$ cat src/rtl/tqvp_bg_compositor.sv
// Composites NUM_LAYERS RGB222 background layers into one VGA pixel stream, with vsync-shadowed layer config.
// Latency: 1 cycle from layer_rgb/visible/sync inputs to rgb_out/hsync_out/vsync_out; register reads same cycle.
// Backpressure: none; data_ready is tied high and the pixel path accepts a pixel every clock.
module tqvp_bg_compositor #(
  parameter int NUM_LAYERS = 3,
  parameter int SCROLL_W   = 11
) (
  input  logic                           clk,
  input  logic                           rst_n,
  input  logic [5:0]                     address,
  input  logic [31:0]                    data_in,
  input  logic [1:0]                     data_write_n,
  input  logic [1:0]                     data_read_n,
  output logic [31:0]                    data_out,
  output logic                           data_ready,
  input  logic [6*NUM_LAYERS-1:0]        layer_rgb,
  input  logic                           visible,
  input  logic                           hsync_in,
  input  logic                           vsync_in,
  output logic [NUM_LAYERS-1:0]          layer_en_o,
  output logic [SCROLL_W*NUM_LAYERS-1:0] scroll_x_o,
  output logic [SCROLL_W*NUM_LAYERS-1:0] scroll_y_o,
  output logic [5:0]                     rgb_out,
  output logic                           hsync_out,
  output logic                           vsync_out,
  output logic                           user_interrupt
);

  // ctrl = {mode (shadowed), conf_ie, frame_ie, enable}
  logic [3:0]            ctrl;
  logic [NUM_LAYERS-1:0] sh_en, act_en;
  logic [5:0]            sh_key, sh_bd, act_key, act_bd;
  logic                  act_mode;
  logic [SCROLL_W-1:0]   sh_x [NUM_LAYERS];
  logic [SCROLL_W-1:0]   sh_y [NUM_LAYERS];
  logic [SCROLL_W-1:0]   act_x [NUM_LAYERS];
  logic [SCROLL_W-1:0]   act_y [NUM_LAYERS];
  logic                  frame_flag, conf_flag;
  logic [7:0]            frame_cnt;
  logic                  vs_q, hs_q;

  logic                  wr_en, commit, w1c;
  logic [31:0]           wmask, wval;
  logic [3:0]            ctrl_nxt;
  logic                  frame_nxt, conf_nxt, conf_set;
  logic [5:0]            pix, pix_nxt;

  assign data_ready = 1'b1;
  assign wr_en      = (data_write_n != 2'b11);
  assign commit     = vsync_in & ~vs_q;
  assign w1c        = wr_en && (address == 6'h0C);
  assign hsync_out  = hs_q;
  assign vsync_out  = vs_q;
  assign layer_en_o = act_en;

  logic unused_ok;
  assign unused_ok = &{1'b0, data_read_n, wval, data_in};

  // Byte-lane mask; the merged write value keeps untouched bits from the current register view
  always_comb begin
    case (data_write_n)
      2'b00:   wmask = 32'h0000_00FF;
      2'b01:   wmask = 32'h0000_FFFF;
      default: wmask = 32'hFFFF_FFFF;
    endcase
    wval = (data_out & ~wmask) | (data_in & wmask);
  end

  // Register read mux; reads show the shadow copies, not the active ones
  always_comb begin
    data_out = '0;
    case (address)
      6'h00: data_out[3:0] = ctrl;
      6'h04: data_out[NUM_LAYERS-1:0] = sh_en;
      6'h08: begin
        data_out[13:8] = sh_bd;
        data_out[5:0]  = sh_key;
      end
      6'h0C: begin
        data_out[15:8] = frame_cnt;
        data_out[1]    = conf_flag;
        data_out[0]    = frame_flag;
      end
      default: begin
        for (int i = 0; i < NUM_LAYERS; i++) begin
          if (address == 6'(16 + 4 * i)) begin
            data_out[SCROLL_W-1:0]     = sh_x[i];
            data_out[SCROLL_W+15:16]   = sh_y[i];
          end
        end
      end
    endcase
  end

  // Next state of CTRL and the sticky flags; a set on vsync rise beats a same-cycle W1C
  always_comb begin
    ctrl_nxt  = (wr_en && address == 6'h00) ? wval[3:0] : ctrl;
    conf_set  = commit & ~ctrl[3] & ($countones(sh_en) > 1);
    frame_nxt = (frame_flag & ~(w1c & data_in[0])) | commit;
    conf_nxt  = (conf_flag & ~(w1c & data_in[1])) | conf_set;
  end

  // Register file, shadow-to-active commit on vsync rise, frame counter and flags
  always_ff @(posedge clk) begin
    if (!rst_n) begin
      ctrl           <= '0;
      sh_en          <= '0;
      act_en         <= '0;
      sh_key         <= '0;
      sh_bd          <= '0;
      act_key        <= '0;
      act_bd         <= '0;
      act_mode       <= 1'b0;
      frame_flag     <= 1'b0;
      conf_flag      <= 1'b0;
      frame_cnt      <= '0;
      user_interrupt <= 1'b0;
      for (int i = 0; i < NUM_LAYERS; i++) begin
        sh_x[i]  <= '0;
        sh_y[i]  <= '0;
        act_x[i] <= '0;
        act_y[i] <= '0;
      end
    end else begin
      ctrl       <= ctrl_nxt;
      frame_flag <= frame_nxt;
      conf_flag  <= conf_nxt;
      user_interrupt <= (frame_nxt & ctrl_nxt[1]) | (conf_nxt & ctrl_nxt[2]);
      if (wr_en && address == 6'h04) sh_en <= wval[NUM_LAYERS-1:0];
      if (wr_en && address == 6'h08) begin
        sh_key <= wval[5:0];
        sh_bd  <= wval[13:8];
      end
      for (int i = 0; i < NUM_LAYERS; i++) begin
        if (wr_en && address == 6'(16 + 4 * i)) begin
          sh_x[i] <= wval[SCROLL_W-1:0];
          sh_y[i] <= wval[SCROLL_W+15:16];
        end
      end
      // Non-blocking copy: a same-cycle shadow write lands next frame
      if (commit) begin
        frame_cnt <= frame_cnt + 8'd1;
        act_en    <= sh_en;
        act_key   <= sh_key;
        act_bd    <= sh_bd;
        act_mode  <= ctrl[3];
        for (int i = 0; i < NUM_LAYERS; i++) begin
          act_x[i] <= sh_x[i];
          act_y[i] <= sh_y[i];
        end
      end
    end
  end

  // Flatten the active scroll offsets for the background generators
  always_comb begin
    scroll_x_o = '0;
    scroll_y_o = '0;
    for (int i = 0; i < NUM_LAYERS; i++) begin
      scroll_x_o[i*SCROLL_W +: SCROLL_W] = act_x[i];
      scroll_y_o[i*SCROLL_W +: SCROLL_W] = act_y[i];
    end
  end

  // Pixel selection: exclusive (single layer or backdrop, black on overlap) or priority-key
  always_comb begin
    logic [5:0] excl_pix, prio_pix;
    excl_pix = act_bd;
    prio_pix = act_bd;
    for (int i = NUM_LAYERS - 1; i >= 0; i--) begin
      if (act_en[i]) begin
        excl_pix = layer_rgb[6*i +: 6];
        if (layer_rgb[6*i +: 6] != act_key) prio_pix = layer_rgb[6*i +: 6];
      end
    end
    if (act_mode)                      pix = prio_pix;
    else if ($countones(act_en) > 1)   pix = 6'h00;
    else                               pix = excl_pix;
    pix_nxt = (visible && ctrl[0]) ? pix : 6'h00;
  end

  // One-stage output pipeline keeping pixel and syncs aligned
  always_ff @(posedge clk) begin
    if (!rst_n) begin
      rgb_out <= '0;
      hs_q    <= 1'b0;
      vs_q    <= 1'b0;
    end else begin
      rgb_out <= pix_nxt;
      hs_q    <= hsync_in;
      vs_q    <= vsync_in;
    end
  end

endmodule

$ cat config.mk
export PLATFORM = sky130hd
export DESIGN_NAME = tqvp_bg_compositor
export DESIGN_NICKNAME = d
export VERILOG_FILES = /design/src/rtl/tqvp_bg_compositor.sv
export SDC_FILE = /design/constraint.sdc
export NUM_CORES = 1
export LEC_CHECK = 0
export BUFFER_PORTS_ARGS = -buffer_cell sky130_fd_sc_hd__buf_2
export CORE_MARGIN = 4
export CORE_UTILIZATION = 39
export CTS_BUF_LIST = sky130_fd_sc_hd__clkbuf_8
export CTS_CLUSTER_SIZE = 10
export DETAILED_ROUTE_END_ITERATION = 10
export HOLD_SLACK_MARGIN = 0.02
export PLACE_DENSITY = 0.67
export REMOVE_ABC_BUFFERS = 1
export SLEW_MARGIN = 20
export SYNTH_ARGS = -nofsm -noshare
export SYNTH_HDL_FRONTEND = slang
export SYNTH_SLANG_ARGS = --single-unit
$ cat constraint.sdc
create_clock -name clk -period 7.04 [get_ports clk]
set_input_delay 0.352 -clock clk [delete_from_list [all_inputs] [get_ports clk]]
set_output_delay 0.352 -clock clk [all_outputs]
set_load 0.01 [all_outputs]
==> summary.md, run 1 <==
| Metric | Value |
|---|---|
| Core Box Area | about 20000 um^2 |
| Critical path, cell by cell | buf_2 > buf_4 > mux4_2 > a22oi_1 > o21ai_0 > buf_2 |
| Worst r2r src | vsync_out |
| Hold path start | hsync_in |
| Total clock buffers created by CTS | 17 |
| CTS sink cnt | between 150 and 200 |
| Final nets | 892 |
| Period utilisation layout | between 30% and 40% |
| Final wirelength | approximately 20000 um |
| GRT overflow | 0 |
| Synth warnings | 0 |
| Critical Path RT | 6.69 ns |
| Arrival time at the worst endpoint | about 2.4 ns |
| Port Buffers | 160 |
| Clock Root Buffer | clkbuf_8 |
| Initial antenna violation count | 0 |
| Cell mode on critical path | buf_2 |
| Unique masters post-synth | 55 |
| Total GRT Usage | about 17% |
| CP peak stage delay | roughly 0.57 ns |
| Post-synthesis cell area | 8070 um^2 |
| First DRT Iteration DRCs | 355 |
| Class of the worst hold path | in2reg |
| Die footprint | 23100 um^2 |
| Setup Total Neg Slack | 0 ns |
| Inst Count DP | around 1100 |
| GPL Wtd Cong | about 0.9 |
| Static Leakage | 3.86 nW |
| Syn_area_per_cell | ~12 um^2 |
| Final min period | approximately 2.7 ns |
| Async S/R FF share, synth | 0% |
| DP Wirelength | approximately 14000 um |
| Vias | about 5600 |
| Die height | around 150 um |
| CTS tree | yes |
| Cells after Synth | between 600 and 700 |
| H-tree Lvls | 4 |
| Layout cell share with drive strength beyond 1 | between 20% and 30% |
| Register area share after synthesis | ~63% |
| CP Buf/Inv Count | 3 |
| Non-Filler Instances | ~1100 |
| Primary FF master, synth | edfxtp_1 |
| # fillers | 1891 |
| Worst-Skew Late Latency | around 0.46 ns |
| Clk_skew | 0.0180 ns |
| Post-synth EDFFs | roughly 130 |
| Levels on crit path | 6 |
| Die W | between 150 and 200 um |
| Cell Pwr Density | ~220 nW/um^2 |
| Worst r2r path cells | 4 |
| CP endpoint | data_out[0] |
| Largest net degree at the start of global routing | 85 |
| Commonest cells after routing, fill and taps aside | buf_2 (160), edfxtp_1 (132), and2_1 (83), nor2_1 (60), dfxtp_1 (54) |
| FP Rows | between 50 and 60 |
| Antenna-violating nets left | 0 |
| Commonest non-fill, non-tap cell in the layout | buf_2 |
| Worst reg2reg setup slack | about 4.7 ns |
| RR Endpoint | act_x[0][27] |
| Critical path origin | address[2] |
| Hold WS | between 0.1 and 0.15 ns |
| Vias in the first global route | around 5500 |
| First-pass GRT wire length | roughly 31000 um |
| CTS max path bufs | 2 |
| # diodes | 0 |
| Final slew viol count | 0 |
| Delay-heaviest family, CP | buffers and inverters |
| Seq cells post-synth | ~190 |
| Via-per-instance ratio | ~5.1 |
| Post-CTS Setup Bufs | 0 |
| Crit-path slowest cell | mux4_2 |
| Hold-fix buffer count after cts | 0 |
| Routed WL per cell | about 18 um |
| Finished Cell Area | 9480 um^2 |
| Critical Path Sink Type | primary output |
| Slew @ Worst Pin | about 0.96 ns |
| DRC viols | 0 |
| Maximum vdd ir drop | 0.121 mV |
| Status | finished, final reports clean |
| Endpoints failing setup | 0 |
| Final Hold Vio Count | 0 |
| Worst setup SP type | input port |
| Initial core utilization | between 30% and 40% |
| Total power | around 2.1 mW |
| I/O Pins | 176 |
| RSZ-0062 raised after global routing | no |
| Syn-to-layout area delta | 17.4% |
| Crit path kind | in2out |
| TritonRoute pass-1 iters | 7 |
| MaxCap Viol Count | 0 |
| CTS resizes | 0 |
| Maximum clock frequency | between 0.3 and 0.4 GHz |
| Slew margin rel. | between 30% and 40% |
| Crit-path max FO | 24 |
| Area after DPL | roughly 9100 um^2 |
| Clk slew on worst S/H paths | approximately 0.090 ns |
## sequential cells by signal (all words and copies together), names as in the netlist, 6 cells and up
signal	cells
frame_cnt	8
sh_bd	6
rgb_out	6
sh_key	6
act_key	6
act_y	33
act_bd	6
sh_x	33
sh_y	33
act_x	33
## report_power, final
part / switching, mW / leakage [nW] / total (mW) / internal (mW)
Combinational: 0.108 / 1.85 / 0.167 / 0.0592
Sequential: 0.0181 / 1.82 / 1.24 / 1.22
Clock: 0.410 / 0.200 / 0.705 / 0.295
## area by class of cell
type / count / area, um^2 / share of cell area, %
flip-flops and latches: 186 / 5040 / 53.2
multi-input cells: 446 / 2830 / 29.9
repair buffers: 167 / 853 / 9.01
well taps: 270 / 338 / 3.57
clock buffers: 17 / 234 / 2.47
clock inverters: 15 / 151 / 1.60
inverters: 6 / 22.5 / 0.238
## how the worst min path moves through the flow
| stage | end | slack (ns) | depth (start not counted) |
|---|---|---|---|
| after floorplan | sh_key[0] | 0.45 | 2 |
| after global placement | sh_key[3] | 0.47 | 2 |
| after detailed placement | sh_key[3] | 0.47 | 2 |
| after CTS | hsync_out | 0.07 | 2 |
| after global routing | hsync_out | 0.08 | 2 |
| final | hsync_out | 0.11 | 2 |
## per-stage QoR
step | setup WS [ns] | util [%]
after global placement | 3.69 | 44.8
final | 4.31 | 46.7
after global routing | 4.17 | 46.7
after floorplan | 4.06 | -
after CTS | 4.15 | 46.7
after detailed placement | 3.65 | 44.8
## synth_stat cells (4+ instances only)
| cell | count | area [um^2] |
|---|---|---|
| a21oi_1 | 36 | 180 |
| a221oi_1 | 5 | 43.8 |
| a22o_1 | 14 | 123 |
| a22oi_1 | 5 | 37.5 |
| and2_1 | 83 | 519 |
| and3_1 | 6 | 37.5 |
| buf_2 | 7 | 35.0 |
| buf_4 | 8 | 60.1 |
| clkbuf_1 | 23 | 86.3 |
| dfxtp_1 | 54 | 1080 |
| edfxtp_1 | 132 | 3960 |
| inv_1 | 5 | 18.8 |
| mux2i_1 | 39 | 390 |
| nand2_1 | 53 | 199 |
| nand3_1 | 13 | 65.1 |
| nand4_1 | 10 | 62.6 |
| nor2_1 | 61 | 229 |
| nor2b_1 | 6 | 37.5 |
| nor3_1 | 4 | 20.0 |
| o21ai_0 | 20 | 100 |
| o311ai_1 | 5 | 43.8 |
| or3_1 | 11 | 68.8 |
| xnor2_1 | 13 | 114 |
| xor2_1 | 11 | 96.3 |
## kinds of logic (layout without fill, tap and decap cells)
family	Yosys count	after routing	share of synthesized area (%)
other	2	6	0.0931
adders and majority gates	3	3	0.465
buffers and inverters	47	205	2.76
xor gates and xnor gates	24	24	2.61
DFF	186	186	62.5
and+or+nand+nor	263	263	17.0
muxes	42	42	5.54
AOI/OAI and AO/OA	108	108	9.06
## layer usage
layer	global-route usage, %	vias to the layer above	wire length, um
li1	-	2721	-
met1	22.3	2703	8830
met2	28.2	171	9680
met3	3.30	23	944
met4	6.59	0	451
met5	0	-	0
Note: power is estimated with default switching activity, not from simulation.
==> run 2: changes to the inputs <==
--- a/config.mk
+++ b/config.mk
@@ -12,7 +12,7 @@
 export CTS_CLUSTER_SIZE = 10
 export DETAILED_ROUTE_END_ITERATION = 10
 export HOLD_SLACK_MARGIN = 0.02
-export PLACE_DENSITY = 0.67
+export PLACE_DENSITY = 0.69
 export REMOVE_ABC_BUFFERS = 1
 export SLEW_MARGIN = 20
 export SYNTH_ARGS = -nofsm -noshare
==> constraint.sdc (replaced) <==
create_clock -name clk -period 2.5 [get_ports clk]
set_input_delay 0.125 -clock clk [delete_from_list [all_inputs] [get_ports clk]]
set_output_delay 0.125 -clock clk [all_outputs]
set_load 0.01 [all_outputs]
==> summary.md, run 2 (synthesis results as in run 1) <==
| Metric | Value |
|---|---|
| Status | finished, final reports clean (unchanged) |
| Static Leakage | 4.08 nW (was 3.86 nW) |
| Largest net degree at the start of global routing | 85 (unchanged) |
| GPL Wtd Cong | 0.839 (was 0.890) |
| Cell Pwr Density | 606 nW/um^2 (was 222 nW/um^2) |
| MaxCap Viol Count | 0 (unchanged) |
| First-pass GRT wire length | 31400 um (was 30900 um) |
| Hold-fix buffer count after cts | 29 (was 0) |
| Total clock buffers created by CTS | 17 (unchanged) |
| Crit path kind | reg2reg (was in2out) |
| Arrival time at the worst endpoint | 2.48 ns (was 2.38 ns) |
| H-tree Lvls | 4 (unchanged) |
| Period utilisation layout | 84.4% |
| Area after DPL | 9240 um^2 (was 9090 um^2) |
| Initial core utilization | 39.7% (unchanged) |
| Final wirelength | 20000 um (was 19900 um) |
| CTS tree | yes (unchanged) |
| M1 GR Usage | 23.0% (was 22.3%) |
| DRC viols | 0 (unchanged) |
| Class of the worst hold path | in2reg (unchanged) |
| Layout cell share with drive strength beyond 1 | 25.9% (was 25.7%) |
| Final Hold Vio Count | 0 (unchanged) |
| Die footprint | 23100 um^2 (unchanged) |
| Commonest cells after routing, fill and taps aside | buf_2 (160), edfxtp_1 (132), and2_1 (83), nor2_1 (61), dfxtp_1 (54) (was buf_2 (160), edfxtp_1 (132), and2_1 (83), nor2_1 (60), dfxtp_1 (54)) |
| Worst setup SP type | flop (was input port) |
| RSZ-0062 raised after global routing | no (unchanged) |
| Met3 usage in global routing | 3.41% (was 3.30%) |
| Crit-path max FO | 12 (was 24) |
| Reg power frac | 57.7% (was 58.7%) |
| Crit path setup slack, layout | 0.389 ns (was 4.31 ns) |
| Logic gate share of total power | 8.8% (was 7.9%) |
| Final nets | 936 (was 892) |
| Switching pwr | 1.47 mW (was 536 uW) |
| Maximum clock frequency | between 0.4 and 0.5 GHz |
| Critical Path RT | 2.86 ns (was 6.69 ns) |
| Vias | 5727 (was 5618) |
| Pre-CTS setup slack | 0.453 ns (was 3.65 ns) |
| Initial antenna violation count | 1 (was 0) |
| Vias in the first global route | 5746 (was 5531) |
| Post-CTS Setup Bufs | 0 (unchanged) |
| Antenna-violating nets left | 0 (unchanged) |
| Clk_skew | 0.0154 ns (was 0.0180 ns) |
| Final slew viol count | 0 (unchanged) |
| Fin util | 48.9% (was 46.7%) |
| First DRT Iteration DRCs | 305 (was 355) |
| Slew @ Worst Pin | 0.733 ns (was 0.960 ns) |
| Slew margin rel. | 50.6% (was 35.8%) |
| Clk slew on worst S/H paths | 0.10 ns (was 0.09 ns) |
| GRT busiest layer | met2 (unchanged) |
| Total GRT Usage | 17.3% (was 17.0%) |
| Clock Root Buffer | clkbuf_8 (unchanged) |
| Critical Path Sink Type | flop (was primary output) |
| Routed WL per cell | 17.4 um (was 18.0 um) |
| Finished Cell Area | 9930 um^2 (was 9480 um^2) |
| TritonRoute pass-1 iters | 4 (was 7) |
| FP Rows | 52 (unchanged) |
| Clk pwr share | 33.4% (about the same) |
| Die height | 152 um (unchanged) |
| Maximum vdd ir drop | 0.332 mV (was 0.121 mV) |
| Core Box Area | 20300 um^2 (unchanged) |
| Worst-Skew Late Latency | 0.46 ns (about the same) |
| Via-per-instance ratio | 4.97 (was 5.07) |
| Endpoints failing setup | 0 (unchanged) |
| Port Buffers | 160 (unchanged) |
| Grt met2 use | 27.8% (was 28.2%) |
| Hold WS | 0.0561 ns (was 0.105 ns) |
| CTS resizes | 0 (unchanged) |
| Sw frac | 24.4% (was 25.4%) |
| Commonest non-fill, non-tap cell in the layout | buf_2 (unchanged) |
| Syn-to-layout area delta | 23.1% (was 17.4%) |
| # fillers | 1850 (was 1891) |
| CTS sink cnt | 186 (unchanged) |
| GRT overflow | 0 (unchanged) |
| DP Wirelength | 13700 um (was 13600 um) |
| Non-Filler Instances | 1152 (was 1107) |
| Die W | 152 um (unchanged) |
| I/O Pins | 176 (unchanged) |
| Int Power | 4.55 mW (was 1.57 mW) |
| Final min period | about 2.1 ns |
| Inst Count DP | 1090 (was 1075) |
| CTS max path bufs | 2 (unchanged) |
[run 2: changes by cell type in the layout (fill, tap and decap cells not counted), moves of 2 or more]
cell | previous run | this run
dlygate4sd3_1 | 0 | 29
inv_1 | 4 | 6
clkinvlp_4 | 0 | 2
inv_8 | 5 | 2
buf_12 | 0 | 3
buf_4 | 7 | 19
[run 2: critical path: stages (launching register included)]
cell	delay, ns
dfxtp_1	0.56
ha_1	0.30
a211o_1	0.33
nor2b_1	0.15
a31oi_1	0.37
nand4_1	0.21
o311ai_1	0.12
[run 2: power groups by stage]
| stage | combinational (mW) | sequential [mW] | clock [mW] |
|---|---|---|---|
| 2_1_floorplan | 0.183 | 3.59 | 0 |
| 3_3_place_gp | 0.495 | 3.55 | 0 |
| 3_5_place_dp | 0.500 | 3.55 | 0 |
| 4_1_cts | 0.538 | 3.48 | 2.07 |
| 5_1_grt | 0.580 | 3.49 | 2.23 |
| 6_report | 0.532 | 3.48 | 2.01 |
[run 2: layer usage]
layer | up-vias | part of all wire [%]
li1 | 2813 | -
met2 | 169 | 48
met1 | 2703 | 43
met4 | 0 | 3.3
met3 | 42 | 5.0
met5 | - | 0
[run 2: metrics by stage]
stage | setup TNS [ns] | power, mW
floorplan | -39.23 | 3.77
global placement | 0 | 4.04
detailed placement | 0 | 4.05
CTS | 0 | 6.09
global route | 0 | 6.30
finish | 0 | 6.02
[run 2: worst paths after layout]
check	from	slack [ns]	cells after the start	end
worst max-delay path	layer_en_o[0]	0.39	6	rgb_out[1]
worst min register to register	sh_key[1]	0.49	2	sh_key[1]
worst max register to register	layer_en_o[0]	0.39	6	rgb_out[1]
worst min-delay path	data_in[24]	0.06	3	sh_y[0][19]
[run 2: cell type report]
class / instances / area, um^2 / share of cell area, %
diodes: 1 / 2.50 / 0.0252
inverters: 6 / 22.5 / 0.227
multi-input cells: 446 / 2830 / 28.5
well taps: 270 / 338 / 3.40
clock inverters: 15 / 169 / 1.70
flip-flops and latches: 186 / 5040 / 50.8
repair buffers: 211 / 1290 / 13.0
clock buffers: 17 / 234 / 2.36
==> run 3: changes to the inputs <==
--- a/config.mk
+++ b/config.mk
@@ -5,6 +5,7 @@
 export SDC_FILE = /design/constraint.sdc
 export NUM_CORES = 1
 export LEC_CHECK = 0
+export ABC_AREA = 1
 export BUFFER_PORTS_ARGS = -buffer_cell sky130_fd_sc_hd__buf_2
 export CORE_MARGIN = 4
 export CORE_UTILIZATION = 39
@@ -12,7 +13,7 @@
 export CTS_CLUSTER_SIZE = 10
 export DETAILED_ROUTE_END_ITERATION = 10
 export HOLD_SLACK_MARGIN = 0.02
-export PLACE_DENSITY = 0.69
+export PLACE_DENSITY = 0.66
 export REMOVE_ABC_BUFFERS = 1
 export SLEW_MARGIN = 20
 export SYNTH_ARGS = -nofsm -noshare
==> constraint.sdc (replaced) <==
create_clock -name clk -period 2.15 [get_ports clk]
set_input_delay 0.1075 -clock clk [delete_from_list [all_inputs] [get_ports clk]]
set_output_delay 0.1075 -clock clk [all_outputs]
set_load 0.01 [all_outputs]
==> summary.md, run 3 <==
| Metric | Value |
|---|---|
| Worst r2r path cells | 11 (was 6) |
| FP Rows | 52 (unchanged) |
| Clk slew on worst S/H paths | 0.09 ns (was 0.10 ns) |
| H-tree Lvls | 4 (unchanged) |
| Final slew viol count | 0 (unchanged) |
| Critical Path Sink Type | primary output (was flop) |
| Worst-Skew Late Latency | 0.46 ns (about the same) |
| CP peak stage delay | 0.25 ns (was 0.56 ns) |
| Syn_area_per_cell | 9.74 um^2 (was 12.0 um^2) |
| Met3 usage in global routing | 2.80% (was 3.41%) |
| Final wirelength | 20700 um (was 20000 um) |
| Crit-path slowest cell | buf_4 (was dfxtp_1) |
| Post-synth EDFFs | 132 (unchanged) |
| Combinational family with the most area after synthesis | simple AND/OR/NAND/NOR gates (unchanged) |
| RR Endpoint | rgb_out[5] (was rgb_out[1]) |
| Slew margin rel. | 60.3% (was 50.6%) |
| Antenna-violating nets left | 0 (unchanged) |
| CTS tree | yes (unchanged) |
| Commonest cells after routing, fill and taps aside | buf_2 (160), nand2_1 (148), inv_1 (134), edfxtp_1 (132), nor2_1 (97) (was buf_2 (160), edfxtp_1 (132), and2_1 (83), nor2_1 (61), dfxtp_1 (54)) |
| MaxCap Viol Count | 0 (unchanged) |
| Final nets | 1096 (was 936) |
| Clk_skew | 0.0125 ns (was 0.0154 ns) |
| Via-per-instance ratio | 4.85 (was 4.97) |
| Clock Root Buffer | clkbuf_8 (unchanged) |
| First DRT Iteration DRCs | 402 (was 305) |
| CTS resizes | 0 (unchanged) |
| Register area share after synthesis | 61.4% (was 62.5%) |
| Cell Pwr Density | 704 nW/um^2 (was 606 nW/um^2) |
| Most frequent cells after synthesis | nand2_1 (149), inv_1 (133), edfxtp_1 (132) (was edfxtp_1 (132), and2_1 (83), nor2_1 (61)) |
| Die footprint | 23400 um^2 (was 23100 um^2) |
| Syn-to-layout area delta | 21.0% (was 23.1%) |
| Worst setup SP type | input port (was flop) |
| Crit-path max FO | 11 (was 12) |
| TritonRoute pass-1 iters | 5 (was 4) |
| Total GRT Usage | 17.8% (was 17.3%) |
| Port Buffers | 160 (unchanged) |
| Arrival time at the worst endpoint | 1.64 ns (was 2.48 ns) |
| Critical Path RT | 2.04 ns (was 2.86 ns) |
| Core Box Area | 20500 um^2 (was 20300 um^2) |
| Adder-cell share of the synthesized area | 0.457% (was 0.465%) |
| Maximum clock frequency | 0.573 GHz |
| CTS sink cnt | 186 (unchanged) |
| Final Hold Vio Count | 0 (unchanged) |
| Async S/R FF share, synth | 0% (unchanged) |
| Crit path kind | in2out (was reg2reg) |
| CTS max path bufs | 2 (unchanged) |
| Total clock buffers created by CTS | 17 (unchanged) |
| M1 GR Usage | 23.4% (was 23.0%) |
| Period utilisation layout | approximately four fifths |
| # diodes | 0 (was 1) |
| Class of the worst hold path | in2reg (unchanged) |
| Primary FF master, synth | edfxtp_1 (unchanged) |
| Initial antenna violation count | 0 (was 1) |
| Critical path, cell by cell | buf_2 > nor2_4 > nand2_2 > nor2_4 > nand2_2 > buf_4 > o22ai_1 > a21oi_1 > o2111ai_1 > buf_2 (was ha_1 > a211o_1 > nor2b_1 > a31oi_1 > nand4_1 > o311ai_1) |
| # fillers | 1962 (was 1850) |
| Hold path cells | 4 (was 3) |
| Die height | 153 um (was 152 um) |
| Initial core utilization | 40.1% (was 39.7%) |
| Static Leakage | 4.46 nW (was 4.08 nW) |
| CP Buf/Inv Count | 3 (was 0) |
| Compound-gate portion of the synthesized area | 12.4% (was 9.06%) |
| GRT busiest layer | met2 (unchanged) |
| DP Wirelength | 15100 um (was 13700 um) |
| Largest net degree at the start of global routing | 47 (was 85) |
| Largest area contributor in the netlist | edfxtp_1 (unchanged) |
| Worst r2r src | act_key[3] (was layer_en_o[0]) |
| Xor/xnor share of the synthesized area | 0% (was 2.61%) |
| Vias | 6361 (was 5727) |
| First-pass GRT wire length | 33100 um (was 31400 um) |
| Post-synthesis mux area share | 0% (was 5.54%) |
| GPL Wtd Cong | 0.910 (was 0.839) |
| Most numerous cell in the Yosys netlist | nand2_1 (was edfxtp_1) |
| Hold path start | data_in[10] (was data_in[24]) |
| Slew @ Worst Pin | 0.593 ns (was 0.733 ns) |
| GRT overflow | 0 (unchanged) |
| Hold WS | 0.0433 ns (was 0.0561 ns) |
| Worst reg2reg setup slack | 0.43 ns (was 0.39 ns) |
| Endpoints failing setup | 0 (unchanged) |
| Synth warnings | 0 (unchanged) |
| Cells after Synth | 843 (was 675) |
| Pre-CTS setup slack | 0.334 ns (was 0.453 ns) |
| Layout cell share with drive strength beyond 1 | 24.9% (was 25.9%) |
| Die W | 153 um (was 152 um) |
| RSZ-0062 raised after global routing | no (unchanged) |
| Final min period | 1.75 ns |
| Fin util | 48.5% (was 48.9%) |
| Levels on crit path | 10 (was 6) |
| Post-synthesis cell area | 8210 um^2 (was 8070 um^2) |
| Status | finished, final reports clean (unchanged) |
| Seq cells post-synth | 186 (unchanged) |
| Grt met2 use | 29.4% (was 27.8%) |
| Vias in the first global route | 6219 (was 5746) |
| End of the worst hold path | sh_bd[2] (was sh_y[0][19]) |
| I/O Pins | 176 (unchanged) |
| Maximum vdd ir drop | 0.441 mV (was 0.332 mV) |
| Commonest non-fill, non-tap cell in the layout | buf_2 (unchanged) |
| Synth top area share | 48.3% (was 49.1%) |
| Top cells by area, synth | edfxtp_1 (48%), dfxtp_1 (13%), nand2_1 (6.8%) (was edfxtp_1 (49%), dfxtp_1 (13%), and2_1 (6.4%)) |
| Unique masters post-synth | 38 (was 55) |
| Delay-heaviest family, CP | simple AND/OR/NAND/NOR gates (was compound AO/OA/AOI/OAI gates) |
| Post-synthesis simple-gate area fraction | 16.7% (was 17.0%) |
| Crit path setup slack, layout | 0.404 ns (was 0.389 ns) |
| DRC viols | 0 (unchanged) |
| Routed WL per cell | 15.8 um (was 17.4 um) |
-- run 3: cell count changes after synthesis, moves of 13 or more --
| cell | delta |
|---|---|
| inv_1 | +128 |
| nand2_1 | +96 |
| and2_1 | -83 |
| mux2i_1 | -39 |
| o21ai_0 | +38 |
| nor2_1 | +36 |
| nand3_1 | +25 |
| a21oi_1 | +18 |
| o22ai_1 | +15 |
| a22o_1 | -14 |
| xnor2_1 | -13 |
-- run 3: cells by family (layout without fill, tap and decap cells) --
| family | count (synthesis) | after routing |
|---|---|---|
| other | 2 | 6 |
| AOI/OAI and AO/OA | 162 | 162 |
| DFF | 186 | 186 |
| adders and majority gates | 3 | 3 |
| buffers and inverters | 174 | 368 |
| and+or+nand+nor | 316 | 316 |
-- run 3: through the flow --
stage / TNS, ns / power, mW / cells / cell area [um^2]
4_1_cts: 0 / 7.07 / 1311 / 9940
5_1_grt: 0 / 7.29 / 1311 / 9940
6_report: 0 / 7.00 / 1311 / 9940
3_5_place_dp: 0 / 4.69 / 1262 / 9360
3_3_place_gp: 0 / 4.68 / 1262 / 9360
2_1_floorplan: -38.23 / 4.40 / 812 / 8020
-- run 3: repair_timing --
item                      CTS  global route
hold buffers               17             0
buffers inserted            0             0
hold endpoints to repair   33             0
-- run 3: how the worst max path moves through the flow --
stage,startpoint,end
3_5_place_dp,address[1],sh_y[0][2]
2_1_floorplan,address[1],sh_x[0][0]
5_1_grt,act_key[5],rgb_out[5]
6_report,address[1],data_out[0]
4_1_cts,address[1],data_out[0]
3_3_place_gp,address[1],sh_y[0][20]
-- run 3: power breakdown --
group	internal (mW)	total, mW	leakage, nW	switching (mW)
Clock	0.987	2.37	0.210	1.38
Combinational	0.202	0.585	2.43	0.383
Sequential	3.99	4.04	1.82	0.0517
-- run 3: area by class of cell --
| class | count | area, um^2 | area share, % |
|---|---|---|---|
| multi-input combinational | 487 | 2460 | 24.8 |
| tap | 270 | 338 | 3.40 |
| clock inverter | 15 | 181 | 1.83 |
| inverter | 139 | 523 | 5.26 |
| sequential | 186 | 5040 | 50.7 |
| clock buffer | 17 | 234 | 2.35 |
| timing repair buffer | 197 | 1160 | 11.7 |
-- run 3: layer usage --
metal	vias to the layer above	wire length (um)
met5	-	0
met4	0	564
met3	33	1080
met2	178	10200
met1	2977	8810
li1	3173	-
-- run 3: worst reg2reg max path: cells and delay by family, from the launching register on --
family          cells  cell delay [ns]
compound gates      2             0.30
simple gates        7             0.75
flops               1             0.34
buf+inv             2             0.25
